## src/rtl/riscv_pkg.sv

```systemverilog
// riscv_pkg: shared RISC-V pipeline definitions.
//   OPCODE_*   major opcodes (inst[6:0])
//   F3_*       load/store funct3 encodings
//   mem_state_e, mem_exc_e   memory-stage FSM state and exception code
//   mem_access_ok()          size/alignment legality of a load or store
package riscv_pkg;

    localparam logic [6:0] OPCODE_LOAD   = 7'b0000011;
    localparam logic [6:0] OPCODE_OP_IMM = 7'b0010011;
    localparam logic [6:0] OPCODE_AUIPC  = 7'b0010111;
    localparam logic [6:0] OPCODE_STORE  = 7'b0100011;
    localparam logic [6:0] OPCODE_OP     = 7'b0110011;
    localparam logic [6:0] OPCODE_LUI    = 7'b0110111;
    localparam logic [6:0] OPCODE_BRANCH = 7'b1100011;
    localparam logic [6:0] OPCODE_JALR   = 7'b1100111;
    localparam logic [6:0] OPCODE_JAL    = 7'b1101111;

    localparam logic [2:0] F3_LB  = 3'b000;
    localparam logic [2:0] F3_LH  = 3'b001;
    localparam logic [2:0] F3_LW  = 3'b010;
    localparam logic [2:0] F3_LBU = 3'b100;
    localparam logic [2:0] F3_LHU = 3'b101;
    localparam logic [2:0] F3_SB  = 3'b000;
    localparam logic [2:0] F3_SH  = 3'b001;
    localparam logic [2:0] F3_SW  = 3'b010;

    typedef enum logic [1:0] {
        IDLE = 2'd0,
        REQ  = 2'd1,
        RSP  = 2'd2
    } mem_state_e;

    typedef enum logic [1:0] {
        EXC_NONE     = 2'd0,
        EXC_MISALIGN = 2'd1,
        EXC_TIMEOUT  = 2'd2
    } mem_exc_e;

    // Unsupported funct3 values report as illegal, same as a misaligned access.
    function automatic logic mem_access_ok(input logic [2:0] f3,
                                           input logic [1:0] a,
                                           input logic       store);
        logic ok;
        ok = 1'b0;
        if (store) begin
            case (f3)
                F3_SB:   ok = 1'b1;
                F3_SH:   ok = !a[0];
                F3_SW:   ok = (a == 2'b00);
                default: ok = 1'b0;
            endcase
        end else begin
            case (f3)
                F3_LB, F3_LBU: ok = 1'b1;
                F3_LH, F3_LHU: ok = !a[0];
                F3_LW:         ok = (a == 2'b00);
                default:       ok = 1'b0;
            endcase
        end
        return ok;
    endfunction

endpackage

```

## src/rtl/mem_stage_if.sv

```systemverilog
// mem_stage_if: single-port data memory bus with req/gnt/rvalid handshake.
//   master (pipeline): req, we, addr, be, wdata out; gnt, rvalid, rdata in
//   slave  (memory)  : the reverse
interface mem_stage_if #(
    parameter int unsigned N = 32
) ();
    logic         req;
    logic         we;
    logic [N-1:0] addr;
    logic [3:0]   be;
    logic [N-1:0] wdata;
    logic         gnt;
    logic         rvalid;
    logic [N-1:0] rdata;

    modport master (output req, we, addr, be, wdata, input gnt, rvalid, rdata);
    modport slave  (input req, we, addr, be, wdata, output gnt, rvalid, rdata);
endinterface

```

## src/rtl/mem_stage_load_align.sv

```systemverilog
// load_align: combinational load lane select and sign/zero extension.
//   rdata_i  raw word from memory
//   addr_i   low address bits selecting the byte/halfword lane
//   funct3_i LB/LH/LW/LBU/LHU
//   data_o   extended load result
module load_align
    import riscv_pkg::*;
#(
    parameter int unsigned N = 32
) (
    input  logic [N-1:0] rdata_i,
    input  logic [1:0]   addr_i,
    input  logic [2:0]   funct3_i,
    output logic [N-1:0] data_o
);
    logic [7:0]  byte_sel;
    logic [15:0] half_sel;

    always_comb begin
        byte_sel = rdata_i[7:0];
        case (addr_i)
            2'd0:    byte_sel = rdata_i[7:0];
            2'd1:    byte_sel = rdata_i[15:8];
            2'd2:    byte_sel = rdata_i[23:16];
            default: byte_sel = rdata_i[31:24];
        endcase
        half_sel = addr_i[1] ? rdata_i[31:16] : rdata_i[15:0];

        data_o = rdata_i;
        case (funct3_i)
            F3_LB:   data_o = {{(N-8){byte_sel[7]}}, byte_sel};
            F3_LBU:  data_o = {{(N-8){1'b0}}, byte_sel};
            F3_LH:   data_o = {{(N-16){half_sel[15]}}, half_sel};
            F3_LHU:  data_o = {{(N-16){1'b0}}, half_sel};
            default: data_o = rdata_i;
        endcase
    end
endmodule

```

## src/rtl/mem_stage.sv

```systemverilog
// mem_stage: memory stage of the 5-stage RISC-V pipeline.
//   clk, rst_n        clock, synchronous active-low reset
//   ex_*              execute-stage result with valid/ready handshake
//   dmem              data memory bus (req/gnt/rvalid), master side
//   wb_*              registered result to writeback with valid/ready
//                     wb_exc: 0 none, 1 misaligned/illegal, 2 timeout
module mem_stage
    import riscv_pkg::*;
#(
    parameter int unsigned N       = 32,
    parameter int unsigned TIMEOUT = 16
) (
    input  logic         clk,
    input  logic         rst_n,
    input  logic         ex_valid,
    output logic         ex_ready,
    input  logic [6:0]   ex_opcode,
    input  logic [2:0]   ex_funct3,
    input  logic [4:0]   ex_rd,
    input  logic [N-1:0] ex_alu_result,
    input  logic [N-1:0] ex_rs2_data,
    mem_stage_if.master  dmem,
    output logic         wb_valid,
    input  logic         wb_ready,
    output logic [4:0]   wb_rd,
    output logic [N-1:0] wb_data,
    output logic         wb_we,
    output logic [1:0]   wb_exc
);
    localparam int unsigned   TW    = $clog2(TIMEOUT + 1);
    localparam logic [TW-1:0] TLAST = TW'(TIMEOUT - 1);

    mem_state_e    state_q;
    logic [TW-1:0] tcnt_q;
    logic          req_q, we_q;
    logic [N-1:0]  addr_q, wdata_q;
    logic [3:0]    be_q;
    logic [2:0]    funct3_q;
    logic [4:0]    rd_q;
    logic          wb_valid_q, wb_we_q;
    logic [4:0]    wb_rd_q;
    logic [N-1:0]  wb_data_q;
    mem_exc_e      wb_exc_q;

    logic          accept, is_store, is_mem, access_ok;
    logic [3:0]    be_d;
    logic [N-1:0]  wdata_d, load_data;

    assign ex_ready  = (state_q == IDLE) && (!wb_valid_q || wb_ready);
    assign accept    = ex_valid && ex_ready;
    assign is_store  = (ex_opcode == OPCODE_STORE);
    assign is_mem    = is_store || (ex_opcode == OPCODE_LOAD);
    assign access_ok = mem_access_ok(ex_funct3, ex_alu_result[1:0], is_store);

    // Lane placement by access size; stores replicate the datum across lanes.
    always_comb begin
        case (ex_funct3[1:0])
            2'b00: begin
                be_d    = 4'b0001 << ex_alu_result[1:0];
                wdata_d = {(N/8){ex_rs2_data[7:0]}};
            end
            2'b01: begin
                be_d    = 4'b0011 << ex_alu_result[1:0];
                wdata_d = {(N/16){ex_rs2_data[15:0]}};
            end
            default: begin
                be_d    = 4'b1111;
                wdata_d = ex_rs2_data;
            end
        endcase
    end

    load_align #(.N(N)) u_load_align (
        .rdata_i  (dmem.rdata),
        .addr_i   (addr_q[1:0]),
        .funct3_i (funct3_q),
        .data_o   (load_data)
    );

    always_ff @(posedge clk) begin
        if (!rst_n) begin
            state_q    <= IDLE;
            tcnt_q     <= '0;
            req_q      <= 1'b0;
            we_q       <= 1'b0;
            addr_q     <= '0;
            wdata_q    <= '0;
            be_q       <= '0;
            funct3_q   <= '0;
            rd_q       <= '0;
            wb_valid_q <= 1'b0;
            wb_we_q    <= 1'b0;
            wb_rd_q    <= '0;
            wb_data_q  <= '0;
            wb_exc_q   <= EXC_NONE;
        end else begin
            // Drain first; a result produced below in the same cycle overrides it.
            if (wb_valid_q && wb_ready) wb_valid_q <= 1'b0;

            case (state_q)
                IDLE: begin
                    if (accept) begin
                        addr_q   <= ex_alu_result;
                        funct3_q <= ex_funct3;
                        rd_q     <= ex_rd;
                        wb_rd_q  <= ex_rd;
                        if (!is_mem) begin
                            wb_valid_q <= 1'b1;
                            wb_data_q  <= ex_alu_result;
                            wb_exc_q   <= EXC_NONE;
                            wb_we_q    <= !((ex_opcode == OPCODE_BRANCH) ||
                                            (ex_opcode == OPCODE_STORE) ||
                                            (ex_rd == 5'd0));
                        end else if (!access_ok) begin
                            wb_valid_q <= 1'b1;
                            wb_data_q  <= ex_alu_result;
                            wb_exc_q   <= EXC_MISALIGN;
                            wb_we_q    <= 1'b0;
                        end else begin
                            state_q <= REQ;
                            req_q   <= 1'b1;
                            we_q    <= is_store;
                            be_q    <= be_d;
                            wdata_q <= wdata_d;
                            tcnt_q  <= '0;
                        end
                    end
                end
                REQ: begin
                    if (dmem.gnt) begin
                        req_q  <= 1'b0;
                        tcnt_q <= '0;
                        if (we_q) begin
                            state_q    <= IDLE;
                            wb_valid_q <= 1'b1;
                            wb_data_q  <= '0;
                            wb_exc_q   <= EXC_NONE;
                            wb_we_q    <= 1'b0;
                        end else begin
                            state_q <= RSP;
                        end
                    end else if (tcnt_q == TLAST) begin
                        state_q    <= IDLE;
                        req_q      <= 1'b0;
                        wb_valid_q <= 1'b1;
                        wb_data_q  <= addr_q;
                        wb_exc_q   <= EXC_TIMEOUT;
                        wb_we_q    <= 1'b0;
                    end else begin
                        tcnt_q <= tcnt_q + 1'b1;
                    end
                end
                RSP: begin
                    if (dmem.rvalid) begin
                        state_q    <= IDLE;
                        wb_valid_q <= 1'b1;
                        wb_data_q  <= load_data;
                        wb_exc_q   <= EXC_NONE;
                        wb_we_q    <= (rd_q != 5'd0);
                    end else if (tcnt_q == TLAST) begin
                        state_q    <= IDLE;
                        wb_valid_q <= 1'b1;
                        wb_data_q  <= addr_q;
                        wb_exc_q   <= EXC_TIMEOUT;
                        wb_we_q    <= 1'b0;
                    end else begin
                        tcnt_q <= tcnt_q + 1'b1;
                    end
                end
                default: state_q <= IDLE;
            endcase
        end
    end

    assign dmem.req   = req_q;
    assign dmem.we    = we_q;
    assign dmem.addr  = {addr_q[N-1:2], 2'b00};
    assign dmem.be    = be_q;
    assign dmem.wdata = wdata_q;

    assign wb_valid = wb_valid_q;
    assign wb_rd    = wb_rd_q;
    assign wb_data  = wb_data_q;
    assign wb_we    = wb_we_q;
    assign wb_exc   = wb_exc_q;
endmodule
```

## src/flat_wrapper.sv

```systemverilog
// flat-port wrapper written by rule: the top's interface ports become plain ports
module mem_stage_flat import riscv_pkg::*;
#(
    parameter int unsigned N       = 32,
    parameter int unsigned TIMEOUT = 16
)
  (clk, rst_n, ex_valid, ex_ready, ex_opcode, ex_funct3, ex_rd, ex_alu_result, ex_rs2_data, wb_valid, wb_ready, wb_rd, wb_data, wb_we, wb_exc, dmem_req, dmem_we, dmem_addr, dmem_be, dmem_wdata, dmem_gnt, dmem_rvalid, dmem_rdata);
  mem_stage_if #(.N(N)) dmem_i ();
  input  logic clk;
  input  logic rst_n;
  input  logic ex_valid;
  output logic ex_ready;
  input  logic [6:0] ex_opcode;
  input  logic [2:0] ex_funct3;
  input  logic [4:0] ex_rd;
  input  logic [N-1:0] ex_alu_result;
  input  logic [N-1:0] ex_rs2_data;
  output logic wb_valid;
  input  logic wb_ready;
  output logic [4:0] wb_rd;
  output logic [N-1:0] wb_data;
  output logic wb_we;
  output logic [1:0] wb_exc;
  output wire logic [$bits(dmem_i.req)-1:0] dmem_req;
  output wire logic [$bits(dmem_i.we)-1:0] dmem_we;
  output wire logic [$bits(dmem_i.addr)-1:0] dmem_addr;
  output wire logic [$bits(dmem_i.be)-1:0] dmem_be;
  output wire logic [$bits(dmem_i.wdata)-1:0] dmem_wdata;
  input wire logic [$bits(dmem_i.gnt)-1:0] dmem_gnt;
  input wire logic [$bits(dmem_i.rvalid)-1:0] dmem_rvalid;
  input wire logic [$bits(dmem_i.rdata)-1:0] dmem_rdata;
  assign dmem_req = dmem_i.req;
  assign dmem_we = dmem_i.we;
  assign dmem_addr = dmem_i.addr;
  assign dmem_be = dmem_i.be;
  assign dmem_wdata = dmem_i.wdata;
  assign dmem_i.gnt = dmem_gnt;
  assign dmem_i.rvalid = dmem_rvalid;
  assign dmem_i.rdata = dmem_rdata;
  mem_stage #(.N(N), .TIMEOUT(TIMEOUT)) u_core (.clk(clk), .rst_n(rst_n), .ex_valid(ex_valid), .ex_ready(ex_ready), .ex_opcode(ex_opcode), .ex_funct3(ex_funct3), .ex_rd(ex_rd), .ex_alu_result(ex_alu_result), .ex_rs2_data(ex_rs2_data), .dmem(dmem_i), .wb_valid(wb_valid), .wb_ready(wb_ready), .wb_rd(wb_rd), .wb_data(wb_data), .wb_we(wb_we), .wb_exc(wb_exc));
endmodule
```

## config.mk

```make
export PLATFORM = sky130hd
export DESIGN_NAME = mem_stage_flat
export DESIGN_NICKNAME = d
export VERILOG_FILES = /design/src/rtl/riscv_pkg.sv /design/src/rtl/mem_stage_if.sv /design/src/rtl/mem_stage_load_align.sv /design/src/rtl/mem_stage.sv /design/src/flat_wrapper.sv
export SDC_FILE = /design/constraint.sdc
export NUM_CORES = 1
export LEC_CHECK = 0
export BUFFER_PORTS_ARGS = -buffer_cell sky130_fd_sc_hd__buf_2
export CORE_MARGIN = 1
export CORE_UTILIZATION = 57
export CTS_BUF_LIST = sky130_fd_sc_hd__clkbuf_4 sky130_fd_sc_hd__clkbuf_8
export CTS_CLUSTER_DIAMETER = 100
export CTS_CLUSTER_SIZE = 30
export DETAILED_ROUTE_END_ITERATION = 8
export PLACE_DENSITY = 0.93
export SLEW_MARGIN = 20
export SYNTH_ARGS = -nofsm -noshare
export SYNTH_HDL_FRONTEND = slang
export SYNTH_SLANG_ARGS = --single-unit
```

## constraint.sdc

```tcl
create_clock -name clk -period 6 [get_ports clk]
set_input_delay 0 -clock clk [delete_from_list [all_inputs] [get_ports clk]]
set_output_delay 0 -clock clk [all_outputs]
set_load 0.1 [all_outputs]
```

==> metrics.cfg <==
[critical_path]
crit_fanout=43
timing.rr.start=u_core.state_q[1]
worstPathCellList=inv_1 > ha_1 > nand3_2 > nor3_4 > buf_4 > nand3_1 > dlygate4sd3_1 > a21boi_1
required_ns=6.39
crit_path_max_incr_delay_ns=1.17
r2r_setup_slack_ns=1.74
endpoint=u_core.dmem.we
cp_slowest_cell=nor3_4
end_kind=register
crit_type=reg2reg
r2r-end=u_core.dmem.we
arrival_ns=4.65
worstSetupStartpointType=register
r2r_cells=8
cp-startpoint=u_core.state_q[1]

[synth]
ys_ff_latch=121
ys_warn_count=0
syn_area_sq_um=6750
synthDistinctLibCells=65
ys.flop_type=dfxtp_1
ys_async_sr_fraction=0
ys_seq_area_frac=0.359
avgSynthCellArea_sq_um=7.94
synthCells=851
synth_edf_count=0

[clocking]
clk_pin_slew_ns=0.08
cts_sinks=121
cts_resized=0
cts_tree=built
htreeDepth=4
clock-root-buffer=clkbuf_8
clk_latency_ns=0.46
cts_buffer_depth=2
numCtsBuffers=17

[sta]
setup_viol=0
min_period_ns=4.26
relSlewSlack=0.271
rsz0062_at_grt=false
fmax_mhz=235
worstMarginPinSlew_ns=1.09
timing.setup.tns_ns=0
whs_ns=0.0250
maxSlewViolCount=0
fin_skew_ns=0.0157
post-route-period-util=0.710
hold_violations=0

[layout]
num-fill-cells=691
syn_to_final_growth_pct=30.9
fin_nets=1211
final_cell_mix=225 x buf_2, 180 x nand2_1, 121 x dfxtp_1
post_route_cells_drive_above_1_share=0.261
final_common_cell=buf_2
n_antenna_cell=0

[global_routing]
globalRouteMet3Util=0.106
grt_pass1_vias=7855
met2_usage=0.677
grtUsageTotal=0.406
antenna_found_initial=0
grt-busiest-layer=met2
grt_pass1_wl_mm=39.5
grt_max_degree=74
grt-ovfl-total=0
use_met1=0.446

[run_status]
outcome=completed

[floorplanning]
dieHeight_um=111
dieArea_sq_um=12300
coreArea_sq_um=11500
start_util=0.589
die_w_um=111
fp-row-count=39
ios=229

[power]
p_leak_nw=3.99
peakVddDrop_mv=0.442
power.density_nw_per_um2=397

[route]
vias=7996
routed_via_density=6.42
drtPass1Iterations=5
drc=0
postRouteAntennaNets=0
drt_iter0_drc=1170
routed_wl_mm=25.2
wl_per_cell_um=20.2

[placement]
hpwl_mm=13.9
place.gp.congestion=0.923
port_buffers=226

[hold_path]
hold_class=in2reg
hp-start=rst_n
hold_depth=2

[job]
max-cap-violations=0

metal layers:
metal	vias up	share of wire	wire (um)
li1	3477	-	-
met1	3685	0.35	8770
met2	638	0.48	12000
met3	196	0.10	2580
met4	0	0.072	1810
met5	-	0	0
synthesized netlist by cell type, types with 5 or more instances:
master | instances | share of area
nand2b_1 | 9 | 0.0083
a21boi_0 | 55 | 0.061
o211ai_1 | 11 | 0.012
nand3_1 | 13 | 0.0096
o221ai_2 | 7 | 0.016
dfxtp_1 | 121 | 0.36
ha_1 | 5 | 0.0093
o211a_1 | 19 | 0.028
nand2_1 | 180 | 0.10
nor3_1 | 11 | 0.0082
nor2b_1 | 5 | 0.0046
mux2i_1 | 40 | 0.059
o22ai_1 | 39 | 0.036
a211oi_1 | 5 | 0.0056
inv_1 | 11 | 0.0061
nor2_1 | 43 | 0.024
a21oi_1 | 56 | 0.041
buf_4 | 35 | 0.039
clkbuf_1 | 46 | 0.026
o21ai_0 | 42 | 0.031
and3_1 | 5 | 0.0046
buf_2 | 13 | 0.0096
report_power, final:
| group | internal, W | total, W | switching [W] |
|---|---|---|---|
| Sequential | 0.000923 | 0.00104 | 0.000115 |
| Clock | 0.000385 | 0.000742 | 0.000357 |
| Combinational | 0.000377 | 0.00173 | 0.00135 |
| Total | 0.00168 | 0.00351 | 0.00182 |
cells by family after synthesis:
logic type	count (synthesis)	share of synthesized area
muxes	43	0.0659
buffers and inverters	112	0.0886
and+or+nand+nor	291	0.190
DFF	121	0.359
adders and majority gates	5	0.00926
AOI/OAI and AO/OA	278	0.288
other	1	0.000555
flip-flops by register name, summed over array words and instances, names as in the netlist:
signal             count
u_core.addr_q         32
u_core.dmem.be         4
u_core.dmem.req        1
u_core.dmem.wdata     32
u_core.dmem.we         1
u_core.funct3_q        3
u_core.state_q         2
u_core.tcnt_q          5
u_core.wb_data        32
u_core.wb_exc          2
u_core.wb_rd           5
u_core.wb_valid        1
u_core.wb_we           1
through the flow:
stage	area [sq um]	instances	power [W]	setup WS [ns]	util
after global routing	8840	1245	0.00363	1.49	0.771
after detailed placement	7590	1127	0.00269	2.39	0.662
after floorplan	6760	852	0.00242	3.91	-
after CTS	8840	1245	0.00344	1.94	0.771
final	8840	1245	0.00351	1.74	0.771
after global placement	7590	1127	0.00266	2.48	0.662
area by class of cell:
class / count / area [sq um] / area share
clock inverter: 12 / 126 / 0.0143
clock buffer: 20 / 263 / 0.0297
tap: 143 / 179 / 0.0202
timing repair buffer: 319 / 2050 / 0.231
inverter: 11 / 41.3 / 0.00467
multi-input combinational: 619 / 3760 / 0.426
sequential: 121 / 2420 / 0.274
critical path, delay by kind of cell, from the launching register on:
family,cells,cell delay [ns]
adder cells (fa/ha/maj),1,0.39
flip-flops,1,0.35
buffers and inverters,3,1.14
AND/OR/NAND/NOR,3,2.17
AO/OA/AOI/OAI,1,0.13
worst min-delay path by stage:
stage | endpoint | slack (ns)
after global routing | u_core.dmem.wdata[14] | 0.04
after global placement | u_core.addr_q[30] | 0.26
after CTS | u_core.dmem.wdata[12] | 0.01
after floorplan | u_core.addr_q[10] | 0.14
after detailed placement | u_core.wb_rd[1] | 0.27
final | u_core.dmem.be[2] | 0.03
repair_timing:
action                     in CTS  in global routing
buffers inserted                0                  0
hold endpoints to repair      105                  0
hold buffers                   86                  0
setup endpoints to repair       0                  0
(Power assumes the default switching activity.)
